### config.mk
export PLATFORM = sky130hd
export DESIGN_NAME = exec_unit
export DESIGN_NICKNAME = d
export VERILOG_FILES = /design/src/rtl/exec_unit.sv
export SDC_FILE = /design/constraint.sdc
export NUM_CORES = 1
export LEC_CHECK = 0
export CAP_MARGIN = 20
export CORE_AREA = 2 2 69 71
export DETAILED_ROUTE_END_ITERATION = 10
export DIE_AREA = 0 0 71 73
export PLACE_DENSITY = 0.69
export SLEW_MARGIN = 20
export SYNTH_ARGS = -nofsm -noshare
export SYNTH_HDL_FRONTEND = slang
export SYNTH_SLANG_ARGS = --single-unit
export TNS_END_PERCENT = 50
### constraint.sdc
create_clock -name clk -period 4.5 [get_ports clk]
set_clock_uncertainty 0.2 [all_clocks]
set_input_delay 1.125 -clock clk [delete_from_list [all_inputs] [get_ports clk]]
set_output_delay 1.125 -clock clk [all_outputs]
set_load 0.005 [all_outputs]
### src/rtl/exec_unit.sv
// -----------------------------------------------------------------------------
// exec_unit -- single-issue 8-bit execution unit with register-file writeback.
//
// Accepts one instruction per cycle (issue_valid && issue_ready), computes an
// 8-bit ALU result and writes it back through a registered write port in the
// following cycle. MUL is an optional 8-cycle shift-add multiplier.
//
// Configuration macro:
//   EXEC_MUL_EN  defined   -> op 111 is a multi-cycle MUL (low byte of opa*opb)
//                undefined -> op 111 is a NOP (goes to WB, no write, no flag change)
//
// Ports:
//   clk          rising-edge clock
//   rst          synchronous active-high reset
//   issue_valid  instruction offered
//   issue_ready  unit accepts an instruction this cycle
//   op, dst      opcode and destination register address
//   opa, opb     operands from register file read ports a and b
//   reg_write    one-cycle register file write strobe
//   write_addr   write address (holds when reg_write is low)
//   write_data   write data (holds when reg_write is low)
//   flag_z       result was zero
//   flag_c       carry / borrow / shifted-out bit / MUL overflow
//   busy         state is not IDLE
// -----------------------------------------------------------------------------
module exec_unit (
    input  logic       clk,
    input  logic       rst,
    input  logic       issue_valid,
    output logic       issue_ready,
    input  logic [2:0] op,
    input  logic [2:0] dst,
    input  logic [7:0] opa,
    input  logic [7:0] opb,
    output logic       reg_write,
    output logic [2:0] write_addr,
    output logic [7:0] write_data,
    output logic       flag_z,
    output logic       flag_c,
    output logic       busy
);

    localparam logic [2:0] OP_ADD = 3'b000;
    localparam logic [2:0] OP_SUB = 3'b001;
    localparam logic [2:0] OP_AND = 3'b010;
    localparam logic [2:0] OP_OR  = 3'b011;
    localparam logic [2:0] OP_XOR = 3'b100;
    localparam logic [2:0] OP_SHL = 3'b101;
    localparam logic [2:0] OP_SHR = 3'b110;
    localparam logic [2:0] OP_MUL = 3'b111;

`ifdef EXEC_MUL_EN
    typedef enum logic [1:0] {S_IDLE = 2'd0, S_MUL = 2'd1, S_WB = 2'd2} state_t;
`else
    typedef enum logic [1:0] {S_IDLE = 2'd0, S_WB = 2'd2} state_t;
`endif

    state_t     state, state_next;
    logic       accept;
    logic [7:0] alu_res;
    logic       alu_c;

    assign accept = issue_valid && issue_ready;

    // Single-cycle ALU, evaluated on the live operands at the accept edge.
    always_comb begin
        // NOTE: every output of a combinational block gets a default first, so no path leaves it unassigned and no latch is inferred.
        alu_res = 8'h00;
        alu_c   = 1'b0;
        case (op)
            OP_ADD:  {alu_c, alu_res} = {1'b0, opa} + {1'b0, opb};
            OP_SUB:  begin
                         alu_res = opa - opb;
                         alu_c   = (opa < opb);
                     end
            OP_AND:  alu_res = opa & opb;
            OP_OR:   alu_res = opa | opb;
            OP_XOR:  alu_res = opa ^ opb;
            OP_SHL:  begin
                         alu_res = {opa[6:0], 1'b0};
                         alu_c   = opa[7];
                     end
            OP_SHR:  begin
                         alu_res = {1'b0, opa[7:1]};
                         alu_c   = opa[0];
                     end
            default: ;  // OP_MUL: handled by the multiplier or treated as NOP
        endcase
    end

`ifdef EXEC_MUL_EN
    // Shift-add multiplier: one partial product per cycle while in S_MUL.
    logic [15:0] mcand;
    logic [15:0] acc;
    logic [15:0] mul_sum;
    logic [7:0]  mplier;
    logic [2:0]  mul_cnt;
    logic [2:0]  mul_dst;
    logic        mul_done;

    assign mul_sum  = acc + (mplier[0] ? mcand : 16'h0000);
    assign mul_done = (state == S_MUL) && (mul_cnt == 3'd7);

    // NOTE: working registers carry no reset; they are always loaded at accept before S_MUL reads them.
    always_ff @(posedge clk) begin
        if (accept && op == OP_MUL) begin
            mcand   <= {8'h00, opa};
            mplier  <= opb;
            acc     <= 16'h0000;
            mul_cnt <= 3'd0;
            mul_dst <= dst;
        end else if (state == S_MUL) begin
            acc     <= mul_sum;
            mcand   <= mcand << 1;
            mplier  <= mplier >> 1;
            mul_cnt <= mul_cnt + 3'd1;
        end
    end
`endif

    // State register.
    always_ff @(posedge clk) begin
        // NOTE: clocked state uses non-blocking assignments so every register samples pre-edge values.
        if (rst) state <= S_IDLE;
        else     state <= state_next;
    end

    // Next-state logic.
    always_comb begin
        state_next = S_IDLE;
        case (state)
            S_IDLE, S_WB: begin
                if (accept) begin
`ifdef EXEC_MUL_EN
                    state_next = (op == OP_MUL) ? S_MUL : S_WB;
`else
                    state_next = S_WB;
`endif
                end
            end
`ifdef EXEC_MUL_EN
            S_MUL: state_next = (mul_cnt == 3'd7) ? S_WB : S_MUL;
`endif
            default: state_next = S_IDLE;
        endcase
    end

    // State-decoded outputs; the unit never offers ready while rst is high.
    always_comb begin
`ifdef EXEC_MUL_EN
        issue_ready = !rst && (state != S_MUL);
`else
        issue_ready = !rst;
`endif
        busy = (state != S_IDLE);
    end

    // Writeback port and flags; loaded only on the edge entering WB with a result.
    always_ff @(posedge clk) begin
        if (rst) begin
            reg_write  <= 1'b0;
            write_addr <= 3'd0;
            write_data <= 8'h00;
            flag_z     <= 1'b0;
            flag_c     <= 1'b0;
        end else begin
            reg_write <= 1'b0;
            if (accept && op != OP_MUL) begin
                reg_write  <= 1'b1;
                write_addr <= dst;
                write_data <= alu_res;
                flag_z     <= (alu_res == 8'h00);
                flag_c     <= alu_c;
            end
`ifdef EXEC_MUL_EN
            if (mul_done) begin
                reg_write  <= 1'b1;
                write_addr <= mul_dst;
                write_data <= mul_sum[7:0];
                flag_z     <= (mul_sum[7:0] == 8'h00);
                flag_c     <= |mul_sum[15:8];
            end
`endif
        end
    end

endmodule

# == Word-level counts from Yosys, hierarchy flattened ==
# Index checks and enable logic that the tools add are counted.
# word_totals
reg_bits,16
inputBits,25
output_inout_bits,16
wordCells,34
# op_classes
add_sub_neg,2
n_lt_le_gt_ge,1
eq_ne,8
muxes,4
n_bitwise,4
n_reduce_logical,9
# op_table
operator,n
8-bit one-hot mux with 7 select lines,1
8-bit by 8-bit adder with 9-bit output,1
"3-bit == test, second input constant",3
8-bit AND,1
8-bit zero test,1
8-bit less-than comparator,1
8-bit bitwise OR,1
8-bit subtractor,1
8-bit bitwise XOR,1
"3-bit by 2-bit == test with 1-bit output, second input constant",2
1-bit one-hot mux with 4 select lines,1
2-bit OR reduction,2
"3-bit by 1-bit == test with 1-bit output, second input constant",1
3-bit zero test,1
"3-bit != test, second input constant",1
"2-bit == test, second input constant",1
1-bit logical AND,2
2-bit zero test,1
2-bit two-way mux,1
2-bit nonzero test,1
1-bit zero test,1
1-bit two-way mux,1
1-bit NOT,1

# == Depth between registers and ports, before layout ==
# Gate-level depths: netlist of the first run.
# depth
ltp_word,4
ltp_mapped,11
depth_no_buf,11

# == Least setup slack after synthesis of the first run ==
# Ideal clock, no wire load.
# synth_path
path_kind,input to register
startpoint,input port opa[0]
endpoint,register flag_z
setup_ps,59
arrival_ps,2953
required_ps,4241
path_slack_ps,1288
path_stages,11
path_buffers,0
cell_sequence,inv_1 ha_1 inv_1 fa_1 mux2_2 a221oi_2 o22ai_1 nor4_2 o2111ai_1 nor2_1 a31o_1
# synth_via
elab_chain_cells,3
elab_cells_between_ends,7
cone_classes,add/sub: 2; mux: 1; bitwise: 3; reduce/logical: 1
# synth_lines
element,line,rtl
from (decl),33,"input logic [7:0] opa,"
"8-bit subtractor, or another cell as far along",73,alu_res = opa - opb;
8-bit one-hot mux with 7 select lines (*),70,case (op)
8-bit zero test (*),172,flag_z <= (alu_res == 8'h00);
to (signal assigned),172,
to (decl),38,"output logic flag_z,"
# Every way passes the cells marked *; elsewhere a longest branch is shown, timed or not.
# A chain may end at the register's enable or synchronous reset.

# == Worst setup path in the final report of the first run ==
# Ends and elaborated chain as after synthesis.

==> results of run 1 <==
[area by class of cell]
cell class / count / area share
Multi-Input combinational cell: 188 / 0.593
Timing Repair Buffer: 45 / 0.188
Sequential cell: 15 / 0.129
Inverter: 26 / 0.0418
Tap cell: 54 / 0.0290
Clock buffer: 4 / 0.0193
[flip-flops by register name, summed over array words and instances (netlist names)]
signal      flops
state           1
write_addr      3
reg_write       1
flag_z          1
flag_c          1
write_data      8
[power by group through the flow]
stage / combinational [W] / clock (W) / sequential [W]
after CTS: 0.000212 / 0.000111 / 0.000149
after global routing: 0.000237 / 0.000115 / 0.000150
after global placement: 0.000209 / 0 / 0.000151
final: 0.000211 / 0.000107 / 0.000149
after floorplan: 0.000133 / 0 / 0.000153
after detailed placement: 0.000211 / 0 / 0.000152
[worst max-delay path, cell delays in order]
cell and delay [ps]:
clkdlybuf4s50_1 570, inv_1 90, ha_1 220, inv_1 80, fa_1 400, mux2_2 280, a221oi_2 210, o22ai_1 150
nor4_2 250, o2111ai_1 150, nor2_1 120, a31o_1 140
[synth_stat cells, types with 2 or more instances]
library cell	count
a211o_1	3
a211oi_1	3
a21o_1	2
a21oi_1	20
and3_1	2
buf_2	6
buf_6	3
clkbuf_1	5
dfxtp_1	15
fa_1	2
ha_1	25
inv_1	26
mux2_2	2
mux2i_1	8
nand2_1	25
nand2b_1	5
nand3_1	13
nor2_1	12
nor2b_1	4
nor3_1	5
o2111ai_1	3
o211ai_1	3
o21ai_0	9
o21bai_1	2
o221a_2	2
o221ai_1	2
o22ai_1	4
or2b_1	2
xnor2_1	4
xor2_1	2
[per-stage QoR]
stage	power, W	setup slack [ps]	util	std cells	instance area (um2)
6_report	0.000467	724	0.514	332	2330
5_1_grt	0.000501	501	0.514	332	2330
4_1_cts	0.000472	722	0.514	332	2330
3_5_place_dp	0.000362	475	0.504	328	2290
3_3_place_gp	0.000361	580	0.504	328	2290
2_1_floorplan	0.000285	1290	-	244	1870
[worst paths after layout]
check           startpoint       endpoint  slack, ps  cells after the start
max                 opa[0]         flag_z        720                     12
min          write_addr[0]  write_addr[0]        250                      2
max reg2reg         flag_z         flag_z       3580                      2
min reg2reg  write_addr[0]  write_addr[0]        250                      2
[metal layers]
metal  wire length (um)  global-route usage  share of wire
met1               2140               0.259           0.47
met2               2140               0.328           0.47
met3                261              0.0138          0.057
met4                 51              0.0482          0.011
met5                  0                   0              0
[cells by family after synthesis]
group / Yosys count / share of synthesized area
xor+xnor: 6 / 0.0281
mux: 10 / 0.0549
compound gates: 69 / 0.266
fa+ha+maj: 27 / 0.189
buf+inv: 41 / 0.0991
flops: 15 / 0.161
simple gates: 76 / 0.202
==> flow_summary_export.csv, run 1 <==
group,metric,value,unit
logic_synthesis,synth-async-reset-ratio,0,
timing,worst_hold_slack,252,ps
critical_path,startpoint_type,"input pin",
routing,drt-total-wl,4.59,mm
logic_synthesis,syn_avg_cell_area,7.66,um2
power,p_switching,0.000158,W
global_route,grt_max_degree,15,
floorplan,rows,25,
power,p_seq_frac,0.319,
power,power_frac_comb,0.453,
logic_synthesis,synth.largest_area_cell,"ha_1",
power,ir_drop,0.0909,mV
global_route,grt_pass1_vias,1762,
global_route,grt_antenna_before_repair,0,
critical_path,critical_path_class,"in -> reg",
logic_synthesis,ys_warn_count,0,
timing,final.period_utilization,0.839,
layout,layout_commonest_cell,"clkdlybuf4s50_1",
cts,clockBufferDepth,2,
timing,rsz0062_at_grt,"no",
min_path,hold_class,"reg -> reg",
cts,root_buffer,"clkbuf_8",
floorplan,dieHeight,73,um
logic_synthesis,ys.flop_type,"dfxtp_1",
floorplan,io_pins,41,
placed_design,gp_congestion,0.871,
power,intPower,0.000309,W
cts,hold_buffers,0,
routing,antenna_left,0,
layout,syn_to_final_growth,24.8,%
power,power_frac_clock,0.229,
power,switching_share,0.338,
floorplan,die_w,71,um
timing,fin_crit,3780,ps
floorplan,core-area,4540,um2
floorplan,start_util,0.412,
global_route,grtUsageTotal,0.190,
layout,layout-drive-gt1-share,0.0647,
logic_synthesis,synth_top_area_share,0.167,
layout,multiInputGateArea,1380,um2
global_route,overflow,0,
layout,num-fill-cells,471,
logic_synthesis,synth_edf_count,0,
layout,nets,331,
power,power_density,200,nW/um2
cts,cts_setup_buffers,0,
routing,wl_per_cell,13.8,um
timing,fmax,265,MHz
critical_path,cp-end-kind,"flip-flop",
global_route,grt_first_pass_wirelength,8.20,mm
logic_synthesis,ys_seq_area_frac,0.161,
logic_synthesis,synth_area_leaders,"ha_1 17%, dfxtp_1 16%, a21oi_1 5.4%",
timing,slew_headroom,0.642,
logic_synthesis,synth_cells,244,
timing,drv_slew,0,
run_status,outcome,"finished, final reports clean",
routing,initialDrtViolationCount,95,
critical_path,crit_arrival,3770,ps
floorplan,die_area,5180,um2
critical_path,crit_required,4500,ps
cts,tritoncts,"built",
routing,via_per_inst,5.60,
job,cap_violations,0,
cts,clk_pin_slew_worst_paths,60,ps
power,cellLeakagePower,1.03,nW
timing,worst_slew_pin_slew,530,ps
critical_path,crit_fanout,5,
cts,clk_latency,250,ps
routing,vias,1860,
cts,post_cts_resized,0,
logic_synthesis,syn_nets,296,
cts,cts_buffers,3,
placed_design,dp_hpwl,3.74,mm
logic_synthesis,ys_ff_latch,15,
timing,tns,0,ps
timing,setup-violations-final,0,
logic_synthesis,synth_cell_types,55,
logic_synthesis,synth_area,1870,um2
cts,clkSinkCount,15,
layout,antenna_cells,0,
routing,drt-pass1-iter-count,4,
placed_design,port_buffers,40,
layout,seqCellArea,300,um2
routing,drc,0,
cts,htreeDepth,1,
layout,layout_common_cells,"40 x clkdlybuf4s50_1, 26 x inv_1, 25 x nand2_1, 25 x ha_1, 20 x a21oi_1",
timing,hold_viol,0,
(Power assumes the default switching activity.)
==> run 2: changes to the inputs <==
Clock period 4.5 ns to 3.8 ns, I/O delays scaled along.
==> run 2 against run 1 <==
Compared with the run above:
- count of clock-buffer cells in the layout is the same
- non-clock buffer count grew 6
- core utilization grew 1.3 points
- critical path depth is the same
- total power grew 20%
- worst setup slack lost 430 ps
- via count shrank 0.65%
- sequential share of layout area shrank 0.31 points
- first-iteration DRC count shrank 4.2%
- global-route usage is essentially flat
==> flow_summary_export.csv, run 2 (same netlist as run 1, synthesis figures left out) <==
group,metric,value,unit
timing,fmax,285,MHz
layout,layout-drive-gt1-share,0.0845,
layout,antenna_cells,0,
global_route,grt_pass1_vias,1689,
placed_design,port_buffers,40,
layout,nets,337,
cts,hold_buffers,0,
floorplan,start_util,0.412,
min_path,min_from,"write_addr[1]",
min_path,hold_depth,2,
cts,tritoncts,"built",
global_route,overflow,0,
critical_path,startpoint_type,"input pin",
min_path,min_to,"write_addr[1]",
placed_design,dp_hpwl,3.76,mm
cts,clockBufferDepth,2,
critical_path,critical_path_class,"in -> reg",
cts,cts_buffers,3,
timing,tns,0,ps
layout,top_register,"write_data",
critical_path,worst-r2r-cell-count,2,
timing,worst_slew_pin_slew,540,ps
job,cap_violations,0,
layout,syn_to_final_growth,27.8,%
routing,wl_per_cell,13.9,um
global_route,grtUsageTotal,0.190,
critical_path,crit_arrival,3500,ps
timing,fin_crit,3510,ps
floorplan,rows,25,
cts,clk_pin_slew_worst_paths,50,ps
layout,reg.largest.list,"write_data (8), write_addr (3)",
floorplan,dieHeight,73,um
critical_path,rrSetupSlack,2870,ps
placed_design,gp_congestion,0.855,
layout,layout_common_cells,"40 x clkdlybuf4s50_1, 26 x inv_1, 25 x nand2_1, 25 x ha_1, 20 x a21oi_1",
power,power,0.000559,W
critical_path,crit_required,3790,ps
routing,initialDrtViolationCount,91,
timing,rsz0062_at_grt,"no",
cts,root_buffer,"clkbuf_8",
routing,drt-total-wl,4.69,mm
critical_path,crit_fanout,3,
cts,cts_setup_buffers,0,
layout,largest_register_ffs,8,
power,power_density,234,nW/um2
critical_path,r2r-start,"flag_z",
timing,hold_viol,0,
critical_path,cp-end-kind,"flip-flop",
timing,timing.final.ws_setup,290,ps
cts,clk_latency,240,ps
routing,antenna_left,0,
timing,final.period_utilization,0.924,
floorplan,core-area,4540,um2
timing,slew_headroom,0.639,
timing,setup-violations-final,0,
global_route,grt_max_degree,28,
routing,drc,0,
power,cellLeakagePower,1.07,nW
floorplan,io_pins,41,
critical_path,r2r_end,"flag_z",
cts,post_cts_resized,0,
cts,clkSinkCount,15,
timing,drv_slew,0,
power,ir_drop,0.0778,mV
routing,vias,1848,
routing,drt-pass1-iter-count,4,
global_route,grt_first_pass_wirelength,7.96,mm
layout,layout_commonest_cell,"clkdlybuf4s50_1",
global_route,grt_antenna_before_repair,0,
cts,htreeDepth,1,
min_path,hold_class,"reg -> reg",
routing,via_per_inst,5.47,
floorplan,die_w,71,um
run_status,outcome,"finished, final reports clean",
placed_design,pre_cts_ws,44.6,ps
critical_path,crit_start,"opa[0]",
floorplan,die_area,5180,um2
-- run 2: changes by cell type in the layout (fill, tap and decap cells not counted) --
| cell | previous run | this run |
|---|---|---|
| buf_12 | 0 | 1 |
| buf_4 | 5 | 10 |
-- run 2: area by class of cell --
cell class              count  area, um2
well taps                  54       67.6
multi-input cells         188       1380
flip-flops and latches     15        300
clock buffers               4       45.0
repair buffers             51        495
fillers                   456       2150
inverters                  26       97.6
-- run 2: how the worst max path moves through the flow --
stage | depth (start not counted) | endpoint | slack, ps
after floorplan | 11 | flag_z | 760
after global placement | 10 | flag_z | 80
after detailed placement | 12 | flag_z | 40
after CTS | 12 | flag_z | 290
after global routing | 10 | flag_z | 50
final | 12 | flag_z | 290
-- run 2: report_power, final --
| part | internal (W) | switching (W) | leakage, nW |
|---|---|---|---|
| clock network | 0.0000742 | 0.0000500 | 0.0228 |
| logic | 0.000127 | 0.000132 | 0.919 |
| registers | 0.000171 | 0.00000599 | 0.124 |
| total | 0.000372 | 0.000188 | 1.07 |
-- run 2: stage by stage --
step	hold WS (ps)	util	instances	area, um2
floorplan	250	-	244	1870
global placement	241	0.517	334	2340
detailed placement	249	0.517	334	2340
CTS	257	0.527	338	2390
global route	279	0.527	338	2390
finish	258	0.527	338	2390
-- run 2: critical path, cell delays in order --
cell and delay (ps):
clkdlybuf4s50_1 510, inv_1 70, ha_1 210, inv_1 70
fa_1 400, mux2_2 280, a221oi_2 210, o22ai_1 140
nor4_2 250, o2111ai_1 140, nor2_1 120, a31o_1 150
-- run 2: routing by layer --
metal	wire length (um)	GRT usage	vias up
met3	270	0.0180	6
met5	0	0	-
met1	2250	0.259	832
met2	2130	0.309	62
li1	-	-	948
met4	50	0.0755	0
